File: config.mk
export PLATFORM = sky130hd
export DESIGN_NAME = frame_seq_ctrl
export DESIGN_NICKNAME = d
export VERILOG_FILES = /design/src/rtl/frame_seq_ctrl_pkg.sv /design/src/rtl/frame_seq_ctrl_cfg_sync.sv /design/src/rtl/frame_seq_ctrl.sv
export SDC_FILE = /design/constraint.sdc
export NUM_CORES = 1
export LEC_CHECK = 0
export ABC_AREA = 1
export BUFFER_PORTS_ARGS = -buffer_cell sky130_fd_sc_hd__clkbuf_2
export CAP_MARGIN = 5
export CELL_PAD_IN_SITES_DETAIL_PLACEMENT = 0
export CELL_PAD_IN_SITES_GLOBAL_PLACEMENT = 1
export CORE_AREA = 2 2 158 160
export DETAILED_ROUTE_END_ITERATION = 7
export DIE_AREA = 0 0 160 162
export PLACE_DENSITY_LB_ADDON = 0.1
export SETUP_SLACK_MARGIN = 0.2
export SLEW_MARGIN = 25
export SYNTH_ARGS = -nofsm -noshare
export SYNTH_HDL_FRONTEND = slang
export SYNTH_HIERARCHICAL = 1
export SYNTH_SLANG_ARGS = --single-unit
File: constraint.sdc
create_clock -name clk -period 7.1 [get_ports clk]
set_clock_uncertainty 0.1 [all_clocks]
set_input_delay 1.065 -clock clk [delete_from_list [all_inputs] [get_ports clk]]
set_output_delay 1.065 -clock clk [all_outputs]
set_load 0.01 [all_outputs]
File: src/rtl/frame_seq_ctrl_pkg.sv
// Shared types and helpers for the frame-boundary controller.
// Box edges are COORD_W bits wide; centres and distances carry one extra bit.
package frame_seq_ctrl_pkg;

  localparam int COORD_W = 13;

  typedef struct packed {
    logic [COORD_W-1:0] t;
    logic [COORD_W-1:0] b;
    logic [COORD_W-1:0] l;
    logic [COORD_W-1:0] r;
  } box_t;

  typedef enum logic [0:0] {
    INIT = 1'b0,
    RUN  = 1'b1
  } state_t;

  function automatic logic box_empty(input box_t bx);
    return (bx.t > bx.b) || (bx.l > bx.r);
  endfunction

  function automatic logic [COORD_W:0] centre(input logic [COORD_W-1:0] a,
                                              input logic [COORD_W-1:0] b);
    logic [COORD_W:0] sum;
    sum = {1'b0, a} + {1'b0, b};
    return {1'b0, sum[COORD_W:1]};
  endfunction

  function automatic logic [COORD_W-1:0] avg_round(input logic [COORD_W-1:0] a,
                                                   input logic [COORD_W-1:0] b);
    logic [COORD_W:0] sum;
    sum = {1'b0, a} + {1'b0, b} + {{COORD_W{1'b0}}, 1'b1};
    return sum[COORD_W:1];
  endfunction

  function automatic logic [COORD_W:0] abs_diff(input logic [COORD_W:0] a,
                                                input logic [COORD_W:0] b);
    return (a > b) ? (a - b) : (b - a);
  endfunction

endpackage

File: src/rtl/frame_seq_ctrl_cfg_sync.sv
// Two-flop synchronizer for the asynchronous board switches.
module frame_seq_ctrl_cfg_sync #(
  parameter int W = 1
) (
  input  logic         clk,
  input  logic         rstn,
  input  logic [W-1:0] d,
  output logic [W-1:0] q
);

  logic [W-1:0] meta_r;

  // metastability chain
  always_ff @(posedge clk or negedge rstn) begin
    if (!rstn) begin
      meta_r <= {W{1'b0}};
      q      <= {W{1'b0}};
    end else begin
      meta_r <= d;
      q      <= meta_r;
    end
  end

endmodule

File: src/rtl/frame_seq_ctrl.sv
// Frame-boundary controller: vsync-aligned switch config, window enable, box capture and stability.
// Define FRAME_SEQ_CTRL_SMOOTH_EN to load the rounded average of the previous and new box.
module frame_seq_ctrl
  import frame_seq_ctrl_pkg::*;
#(
  parameter logic [3:0]  THRESH_RST    = 4'd8,
  parameter int unsigned STABLE_FRAMES = 3,
  parameter int unsigned MOVE_TOL      = 8
) (
  input  logic               clk,
  input  logic               rstn,
  input  logic               vs_ni,
  input  logic               sw_filter_en,
  input  logic               sw_rect_en,
  input  logic [3:0]         sw_threshold,
  input  logic [COORD_W-1:0] box_t_i,
  input  logic [COORD_W-1:0] box_b_i,
  input  logic [COORD_W-1:0] box_l_i,
  input  logic [COORD_W-1:0] box_r_i,
  output logic               en_o,
  output logic               filter_en_o,
  output logic               rect_en_o,
  output logic [3:0]         threshold_o,
  output logic               sync_o,
  output logic               box_valid,
  input  logic               box_ready,
  output logic [COORD_W-1:0] box_t,
  output logic [COORD_W-1:0] box_b,
  output logic [COORD_W-1:0] box_l,
  output logic [COORD_W-1:0] box_r,
  output logic               box_stable,
  output logic [7:0]         drop_cnt,
  output logic [15:0]        frame_cnt
);

  localparam logic [3:0]       STABLE_C = 4'(STABLE_FRAMES);
  localparam logic [COORD_W:0] TOL_C    = (COORD_W+1)'(MOVE_TOL);

  logic [5:0]                 sw_sync_s;
  logic                       vs_d_r;
  logic                       vs_fall_s;
  logic                       eval_r;
  state_t                     state_r;
  state_t                     state_nx_s;
  frame_seq_ctrl_pkg::box_t   in_s;
  frame_seq_ctrl_pkg::box_t   load_box_s;
  logic                       empty_s;
  logic                       load_s;
  logic [COORD_W:0]           cy_s;
  logic [COORD_W:0]           cx_s;
  logic [COORD_W:0]           prev_cy_r;
  logic [COORD_W:0]           prev_cx_r;
  logic                       has_prev_r;
  logic                       near_s;
  logic [3:0]                 cnt_r;
  logic [3:0]                 cnt_nx_s;
`ifdef FRAME_SEQ_CTRL_SMOOTH_EN
  logic                       smooth_ok_r;
`endif

  frame_seq_ctrl_cfg_sync #(.W(6)) u_cfg_sync (
    .clk  (clk),
    .rstn (rstn),
    .d    ({sw_filter_en, sw_rect_en, sw_threshold}),
    .q    (sw_sync_s)
  );

  // vs_d_r resets low, so a fall coincident with reset release cannot be seen
  assign vs_fall_s = vs_d_r & ~vs_ni;
  assign in_s      = {box_t_i, box_b_i, box_l_i, box_r_i};
  assign empty_s   = box_empty(in_s);
  assign load_s    = eval_r & ~empty_s;

  // state register
  always_ff @(posedge clk or negedge rstn) begin
    if (!rstn) begin
      state_r <= INIT;
    end else begin
      state_r <= state_nx_s;
    end
  end

  // next-state logic
  always_comb begin
    state_nx_s = state_r;
    case (state_r)
      INIT: begin
        if (vs_fall_s) state_nx_s = RUN;
        else           state_nx_s = INIT;
      end
      RUN:     state_nx_s = RUN;
      default: state_nx_s = INIT;
    endcase
  end

  // frame-boundary config apply, sync strobe, frame counter
  always_ff @(posedge clk or negedge rstn) begin
    if (!rstn) begin
      vs_d_r      <= 1'b0;
      en_o        <= 1'b0;
      filter_en_o <= 1'b0;
      rect_en_o   <= 1'b0;
      threshold_o <= THRESH_RST;
      sync_o      <= 1'b0;
      eval_r      <= 1'b0;
      frame_cnt   <= 16'd0;
    end else begin
      vs_d_r <= vs_ni;
      en_o   <= (state_nx_s == RUN);
      sync_o <= vs_fall_s;
      eval_r <= vs_fall_s && (state_r == RUN);
      if (vs_fall_s) begin
        filter_en_o <= sw_sync_s[5];
        rect_en_o   <= sw_sync_s[4];
        threshold_o <= sw_sync_s[3:0];
      end
      if (vs_fall_s && (state_r == RUN)) begin
        frame_cnt <= frame_cnt + 16'd1;
      end
    end
  end

  // motion test against the previous non-empty box, always on raw centres
  always_comb begin
    cy_s     = centre(in_s.t, in_s.b);
    cx_s     = centre(in_s.l, in_s.r);
    near_s   = 1'b0;
    cnt_nx_s = 4'd1;
    if (has_prev_r && (abs_diff(cy_s, prev_cy_r) <= TOL_C) &&
        (abs_diff(cx_s, prev_cx_r) <= TOL_C)) begin
      near_s = 1'b1;
    end else begin
      near_s = 1'b0;
    end
    if (near_s) begin
      if (cnt_r == STABLE_C) cnt_nx_s = cnt_r;
      else                   cnt_nx_s = cnt_r + 4'd1;
    end else begin
      cnt_nx_s = 4'd1;
    end
  end

  // value written into the output box register
  always_comb begin
    load_box_s = in_s;
`ifdef FRAME_SEQ_CTRL_SMOOTH_EN
    if (smooth_ok_r) begin
      load_box_s.t = avg_round(box_t, in_s.t);
      load_box_s.b = avg_round(box_b, in_s.b);
      load_box_s.l = avg_round(box_l, in_s.l);
      load_box_s.r = avg_round(box_r, in_s.r);
    end else begin
      load_box_s = in_s;
    end
`endif
  end

`ifdef FRAME_SEQ_CTRL_SMOOTH_EN
  // smoothing only chains across back-to-back non-empty frames
  always_ff @(posedge clk or negedge rstn) begin
    if (!rstn) begin
      smooth_ok_r <= 1'b0;
    end else if (load_s) begin
      smooth_ok_r <= 1'b1;
    end else if (eval_r) begin
      smooth_ok_r <= 1'b0;
    end else begin
      smooth_ok_r <= smooth_ok_r;
    end
  end
`endif

  // box output register, handshake, drop counter and stability
  always_ff @(posedge clk or negedge rstn) begin
    if (!rstn) begin
      box_valid  <= 1'b0;
      box_t      <= {COORD_W{1'b0}};
      box_b      <= {COORD_W{1'b0}};
      box_l      <= {COORD_W{1'b0}};
      box_r      <= {COORD_W{1'b0}};
      box_stable <= 1'b0;
      drop_cnt   <= 8'd0;
      cnt_r      <= 4'd0;
      prev_cy_r  <= {(COORD_W+1){1'b0}};
      prev_cx_r  <= {(COORD_W+1){1'b0}};
      has_prev_r <= 1'b0;
    end else if (load_s) begin
      box_valid  <= 1'b1;
      box_t      <= load_box_s.t;
      box_b      <= load_box_s.b;
      box_l      <= load_box_s.l;
      box_r      <= load_box_s.r;
      box_stable <= (cnt_nx_s == STABLE_C);
      cnt_r      <= cnt_nx_s;
      prev_cy_r  <= cy_s;
      prev_cx_r  <= cx_s;
      has_prev_r <= 1'b1;
      if (box_valid && !box_ready && (drop_cnt != 8'hFF)) begin
        drop_cnt <= drop_cnt + 8'd1;
      end
    end else begin
      if (box_valid && box_ready) begin
        box_valid <= 1'b0;
      end
      if (eval_r) begin
        cnt_r      <= 4'd0;
        box_stable <= 1'b0;
      end
    end
  end

endmodule

Word-level counts from Yosys, hierarchy flattened
Cells that the tools add are included.
Storage, ports and cells
  register bits after elaboration: 131
  input bits: 62
  output and inout port bits: 86
  logic and storage cells: 68
Operators by class
  $add $sub $neg: 9
  order comparisons: 6
  equal/unequal tests: 3
  multiplexer cells: 13
  bitwise gates (word level): 5
  reductions and logical operators: 11
Operators by type and width (number)
  $sub A13 B13 Y14: 4
  $gt A13 B13 Y1: 4
  $add A13 B13 Y14: 2
  $le A14 B4 Y1 const B: 2
  $mux W14: 2
  $add A16 B1 Y16 const B: 1
  $mux W4: 4
  $add A8 B1 Y8 const B: 1
  $eq A4 B2 Y1 const B: 2
  $ne A8 B8 Y1 const B: 1
  $logic_and A1 B1 Y1: 6
  $mux W1: 6
  $add A4 B1 Y4 const B: 1
  $reduce_bool A2 Y1: 2
  $not A1 Y1: 3
  $and A1 B1 Y1: 2
  $pmux W1 S2: 1
  $reduce_and A2 Y1: 1
  $logic_not A1 Y1: 1
  $logic_or A1 B1 Y1: 1

Logic depth before layout (Yosys ltp)
  depth after elaboration: 10
  gate-level depth with buffers: 37
  depth with buffers taken out: 36

Cells and area by module
Netlist, hierarchy kept.
By module, submodules not included
  frame_seq_ctrl: instances 1, cells an instance 1260, area each 9235.1 sq um, sequential area each 2979.1 sq um
  frame_seq_ctrl_cfg_sync: instances 1, cells an instance 12, area each 300.3 sq um, sequential area each 300.3 sq um

Worst setup path after synthesis
No wires, ideal clock.
  kind: input to register
  start: input box_t_i[0]
  end: register box_stable
  setup time: 0.065 ns
  data arrival time: 4.656 ns
  required time: 6.935 ns
  path slack: 2.279 ns
  cell stages on the path: 29
  path buffers: 1
  cell sequence: ha_1 fa_1 a31oi_1 o21ai_0 a21oi_1 o21bai_1 a21oi_1 o21ai_0 xor2_1 ha_1 nand2_1 inv_1 nand2_1 nand2_1 a21oi_2 nand2_4 nand2_4 inv_2 buf_6 nand2_1 o21ai_1 xor2_1 nor2_1 nand3_2 nor2_4 nand3_2 nor2_2 nand2_1 nand2_1
Between the ends
  word-level cells in the longest chain between the ends: 10
  elaborated cells on any way between the ends: 17
  those cells by class: add/sub: 3; order compare: 3; eq/ne: 1; mux: 4; bitwise: 2; reduce/logical: 4
RTL lines
  start: declaration: RTL line frame_seq_ctrl.sv:16  | input logic [COORD_W-1:0] box_t_i,
  $add A13 B13 Y14 (*): RTL line frame_seq_ctrl_pkg.sv:26  | sum = {1'b0, a} + {1'b0, b};
  via cy_s[11]: RTL line frame_seq_ctrl.sv:49  | logic [COORD_W:0] cy_s;
  $sub A13 B13 Y14 / $gt A13 B13 Y1 (equally long branches): RTL line frame_seq_ctrl_pkg.sv:39  | return (a > b) ? (a - b) : (b - a);
  $mux W14 (*): RTL line frame_seq_ctrl_pkg.sv:39
  $le A14 B4 Y1 (*): RTL line frame_seq_ctrl.sv:129  | if (has_prev_r && (abs_diff(cy_s, prev_cy_r) <= TOL_C) &&
  $logic_and A1 B1 Y1 (*) (2 in a row): RTL line frame_seq_ctrl.sv:129
  $mux W1 (*): RTL line frame_seq_ctrl.sv:129
  $mux W4 (*): RTL line frame_seq_ctrl.sv:135  | if (near_s) begin
  $eq A4 B2 Y1 (*): RTL line frame_seq_ctrl.sv:193  | box_stable <= (cnt_nx_s == STABLE_C);
  $mux W1 (*): RTL line frame_seq_ctrl.sv:187  | end else if (load_s) begin
  end signal: assignment: RTL line frame_seq_ctrl.sv:193
  end: declaration: RTL line frame_seq_ctrl.sv:31  | output logic box_stable,
Mark *: on every way through the listed nets, which the timed path passes. The rest lies on a longest branch.
A chain may end at the register's enable or synchronous reset.

Worst setup path in the final report
  start: input box_b_i[0]
  end: register box_stable
Between the ends
  word-level cells in the longest chain between the ends: 10
  elaborated cells on any way between the ends: 17
  those cells by class: add/sub: 3; order compare: 3; eq/ne: 1; mux: 4; bitwise: 2; reduce/logical: 4
RTL lines
  start: declaration: RTL line frame_seq_ctrl.sv:17  | input logic [COORD_W-1:0] box_b_i,
  $add A13 B13 Y14 (*): RTL line frame_seq_ctrl_pkg.sv:26
  via cy_s[11]: RTL line frame_seq_ctrl.sv:49
  $sub A13 B13 Y14 / $gt A13 B13 Y1 (equally long branches): RTL line frame_seq_ctrl_pkg.sv:39
  $mux W14 (*): RTL line frame_seq_ctrl_pkg.sv:39
  $le A14 B4 Y1 (*): RTL line frame_seq_ctrl.sv:129
  $logic_and A1 B1 Y1 (*) (2 in a row): RTL line frame_seq_ctrl.sv:129
  $mux W1 (*): RTL line frame_seq_ctrl.sv:129
  $mux W4 (*): RTL line frame_seq_ctrl.sv:135
  $eq A4 B2 Y1 (*): RTL line frame_seq_ctrl.sv:193
  $mux W1 (*): RTL line frame_seq_ctrl.sv:187
Marked as above.

==> flow_metrics.env <==
export IMPL_ys_seq_elements=131
export IMPL_hp_class="flop to flop"
export IMPL_htreeDepth=4
export IMPL_yosys_area_share_adder_pct=14.3
export IMPL_placedCellCount=1722
export IMPL_async_flop_share_pct=100
export IMPL_synth_edf_count=0
export IMPL_synth_xor_area_share_pct=5.24
export IMPL_route_detailed_drc=0
export IMPL_portBuffers=147
export IMPL_rr_worst_depth=19
export IMPL_cp_end_kind="flop"
export IMPL_reg2reg_slack_ps=4080
export IMPL_cp_num_buf_inv=3
export IMPL_yosys_warnings=6
export IMPL_hold_viol_final=0
export IMPL_grt_use_total_pct=19.9
export IMPL_crit_slowest_cell="fa_1"
export IMPL_cp_start_kind="input port"
export IMPL_critPathMaxFanout=13
export IMPL_final_common_cell="nand2_1"
export IMPL_power_density_nw_per_um2=346
export IMPL_holdWs_ps=248
export IMPL_ios=148
export IMPL_synth_simple_gate_area_share_pct=25.6
export IMPL_grt_start_max_net_pins=87
export IMPL_die_h_um=162
export IMPL_synthCells=1272
export IMPL_cap_viol_max_count=0
export IMPL_cts_tree="yes"
export IMPL_coreArea_um2=24100
export IMPL_slew_viol_final=0
export IMPL_yosysUniqueCellTypes=52
export IMPL_synth_area_um2=9540
export IMPL_fin_util_pct=46.2
export IMPL_critPathCapture="box_stable"
export IMPL_crit_start="box_b_i[0]"
export IMPL_drt_iter0_markers=463
export IMPL_wl_per_cell_um=14.4
export IMPL_post_cts_setup_buffers=0
export IMPL_grt_pass1_wl_um=41800
export IMPL_cp_depth=30
export IMPL_final_cell_mix="nand2_1 (393), inv_1 (184), clkbuf_2 (146)"
export IMPL_crit_family="simple AND/OR/NAND/NOR gates"
export IMPL_nets=1587
export IMPL_fp_row_count=57
export IMPL_dp_slack_ps=1350
export IMPL_antenna_found_initial=0
export IMPL_die_area_um2=25900
export IMPL_finalCritPeriodShare_pct=74.8
export IMPL_synth_area_mux_share_pct=0.236
export IMPL_worstMarginPinSlew_ps=813
export IMPL_postRouteAntennaNets=0
export IMPL_ctsLongestPathBuffers=2
export IMPL_period_minus_slack_ps=5310
export IMPL_fmax_mhz=188
export IMPL_numCtsBuffers=17
export IMPL_timing_rr_end="box_stable"
export IMPL_syn_num_nets=1442
export IMPL_place_detailed_hpwl_um=19700
export IMPL_root_buffer="clkbuf_16"
export IMPL_via_count=8345
export IMPL_synth_main_ff_cell="dfrtp_1"
export IMPL_drive_above_1_share_pct=15.7
export IMPL_vdd_drop_max_v=0.000165
export IMPL_worst_ep_arrival_time_ps=5570
export IMPL_place_gp_congestion=0.831
export IMPL_synth_top_family_by_area="simple AND/OR/NAND/NOR gates"
export IMPL_rsz0062_at_grt="no"
export IMPL_tns_ps=0
export IMPL_n_antenna_cell=0
export IMPL_cp_data_required_time_ps=7360
export IMPL_rr_startpoint="prev_cy_r[8]"
export IMPL_clock_latency_ps=420
export IMPL_cp_common_cell="nand2_1"
export IMPL_ys_seq_area_share_pct=34.4
export IMPL_p_leak_nw=6.26
export IMPL_outcome="completed"
export IMPL_drt_wl_total_um=25200
export IMPL_slowest_delay_ps=420
export IMPL_cts_hold_fix_buffers=0
export IMPL_start_util_pct=39.6
export IMPL_setup_viol=0
export IMPL_grt_overflow_total=0
export IMPL_avgSynthCellArea_um2=7.50
export IMPL_synth_compound_area_share_pct=11.2
export IMPL_clk_pin_slew_worst_paths_ps=60
export IMPL_vias_per_cell=4.76
export IMPL_critPathKind="input port to flop"
export IMPL_instances_no_fill=1754
export IMPL_grt_pass1_vias=8115
export IMPL_post_cts_resized=0
export IMPL_firstDrtPassIters=5
export IMPL_cts_sinks=131
export IMPL_area_growth_pct=16.9
export IMPL_fin_ws_ps=1790
export IMPL_die_x_um=160
export IMPL_slew_headroom_pct=45.8
final cells by class:
cell class | count | area, um^2
Fill cell | 2514 | 13000
Inverter | 192 | 721
Tap cell | 324 | 405
Multi-Input combinational cell | 925 | 5410
Clock buffer | 17 | 425
Clock inverter | 15 | 144
Sequential cell | 131 | 3280
Timing Repair Buffer | 150 | 764
flip-flops by register name, summed over array words and instances, names as in the netlist, 4 cells and up:
signal and cells:
frame_cnt 16, box_b 13, box_l 13, box_r 13, box_t 13, prev_cx_r 13
prev_cy_r 13, drop_cnt 8, u_cfg_sync/meta_r 6, u_cfg_sync/q 6, cnt_r 4, threshold_o 4
synth_stat cells (all sizes together), types with 2 or more instances:
cell	number	area share, %
a21boi	2	0.16
a21oi	70	3.7
a31oi	3	0.20
buf	17	1.1
clkbuf	7	0.28
dfrtp	130	34
fa	2	0.42
ha	106	14
inv	192	7.6
mux2	2	0.24
nand2	400	16
nand3	67	3.7
nand3b	5	0.39
nand4	17	1.3
nor2	59	2.7
nor3	11	0.85
nor4	3	0.20
o211ai	5	0.39
o21a	2	0.16
o21ai	84	4.5
o21bai	15	1.2
o31a	2	0.18
o31ai	2	0.16
or2	2	0.13
xnor2	15	1.4
xor2	42	3.9
power breakdown:
group          internal (mW)  total, mW  switching [mW]  leakage [nW]
combinational          0.691       1.95            1.26          4.36
clock                  0.464      0.864           0.400         0.271
sequential             0.920       1.05           0.130          1.63
total                   2.07       3.86            1.79          6.26
how the worst min path moves through the flow:
| stage | start | end | slack (ps) | cells after the start |
|---|---|---|---|---|
| after floorplan | u_cfg_sync/meta_r[0] | u_cfg_sync/q[0] | 230 | 0 |
| after global placement | u_cfg_sync/meta_r[1] | u_cfg_sync/q[1] | 230 | 0 |
| after detailed placement | u_cfg_sync/meta_r[3] | u_cfg_sync/q[3] | 230 | 0 |
| after CTS | u_cfg_sync/meta_r[3] | u_cfg_sync/q[3] | 250 | 0 |
| after global routing | u_cfg_sync/meta_r[0] | u_cfg_sync/q[0] | 260 | 0 |
| final | u_cfg_sync/meta_r[2] | u_cfg_sync/q[2] | 250 | 0 |
cell families (layout without fill, tap and decap cells):
family                     after synthesis  after routing
DFF                                    131            131
and+or+nand+nor                        567            567
AOI/OAI and AO/OA                      191            191
muxes                                    2              2
buffers and inverters                  216            374
adders and majority gates              108            108
xor gates and xnor gates                57             57
metal layers:
layer	wire length (um)	share of wire (%)	track usage (%)	up-vias
li1	-	-	-	4331
met1	13100	52	29.2	3852
met2	10500	42	29.6	148
met3	1370	5.4	4.83	14
met4	216	0.86	4.55	0
met5	0	0	0	-
metrics by stage:
step | cell area, um^2 | total power, mW
floorplan | 9540 | 2.47
global placement | 10600 | 3.04
detailed placement | 10600 | 3.01
CTS | 11100 | 3.91
global route | 11100 | 4.22
finish | 11100 | 3.86
No activity file was read; power rests on OpenSTA's default activity.
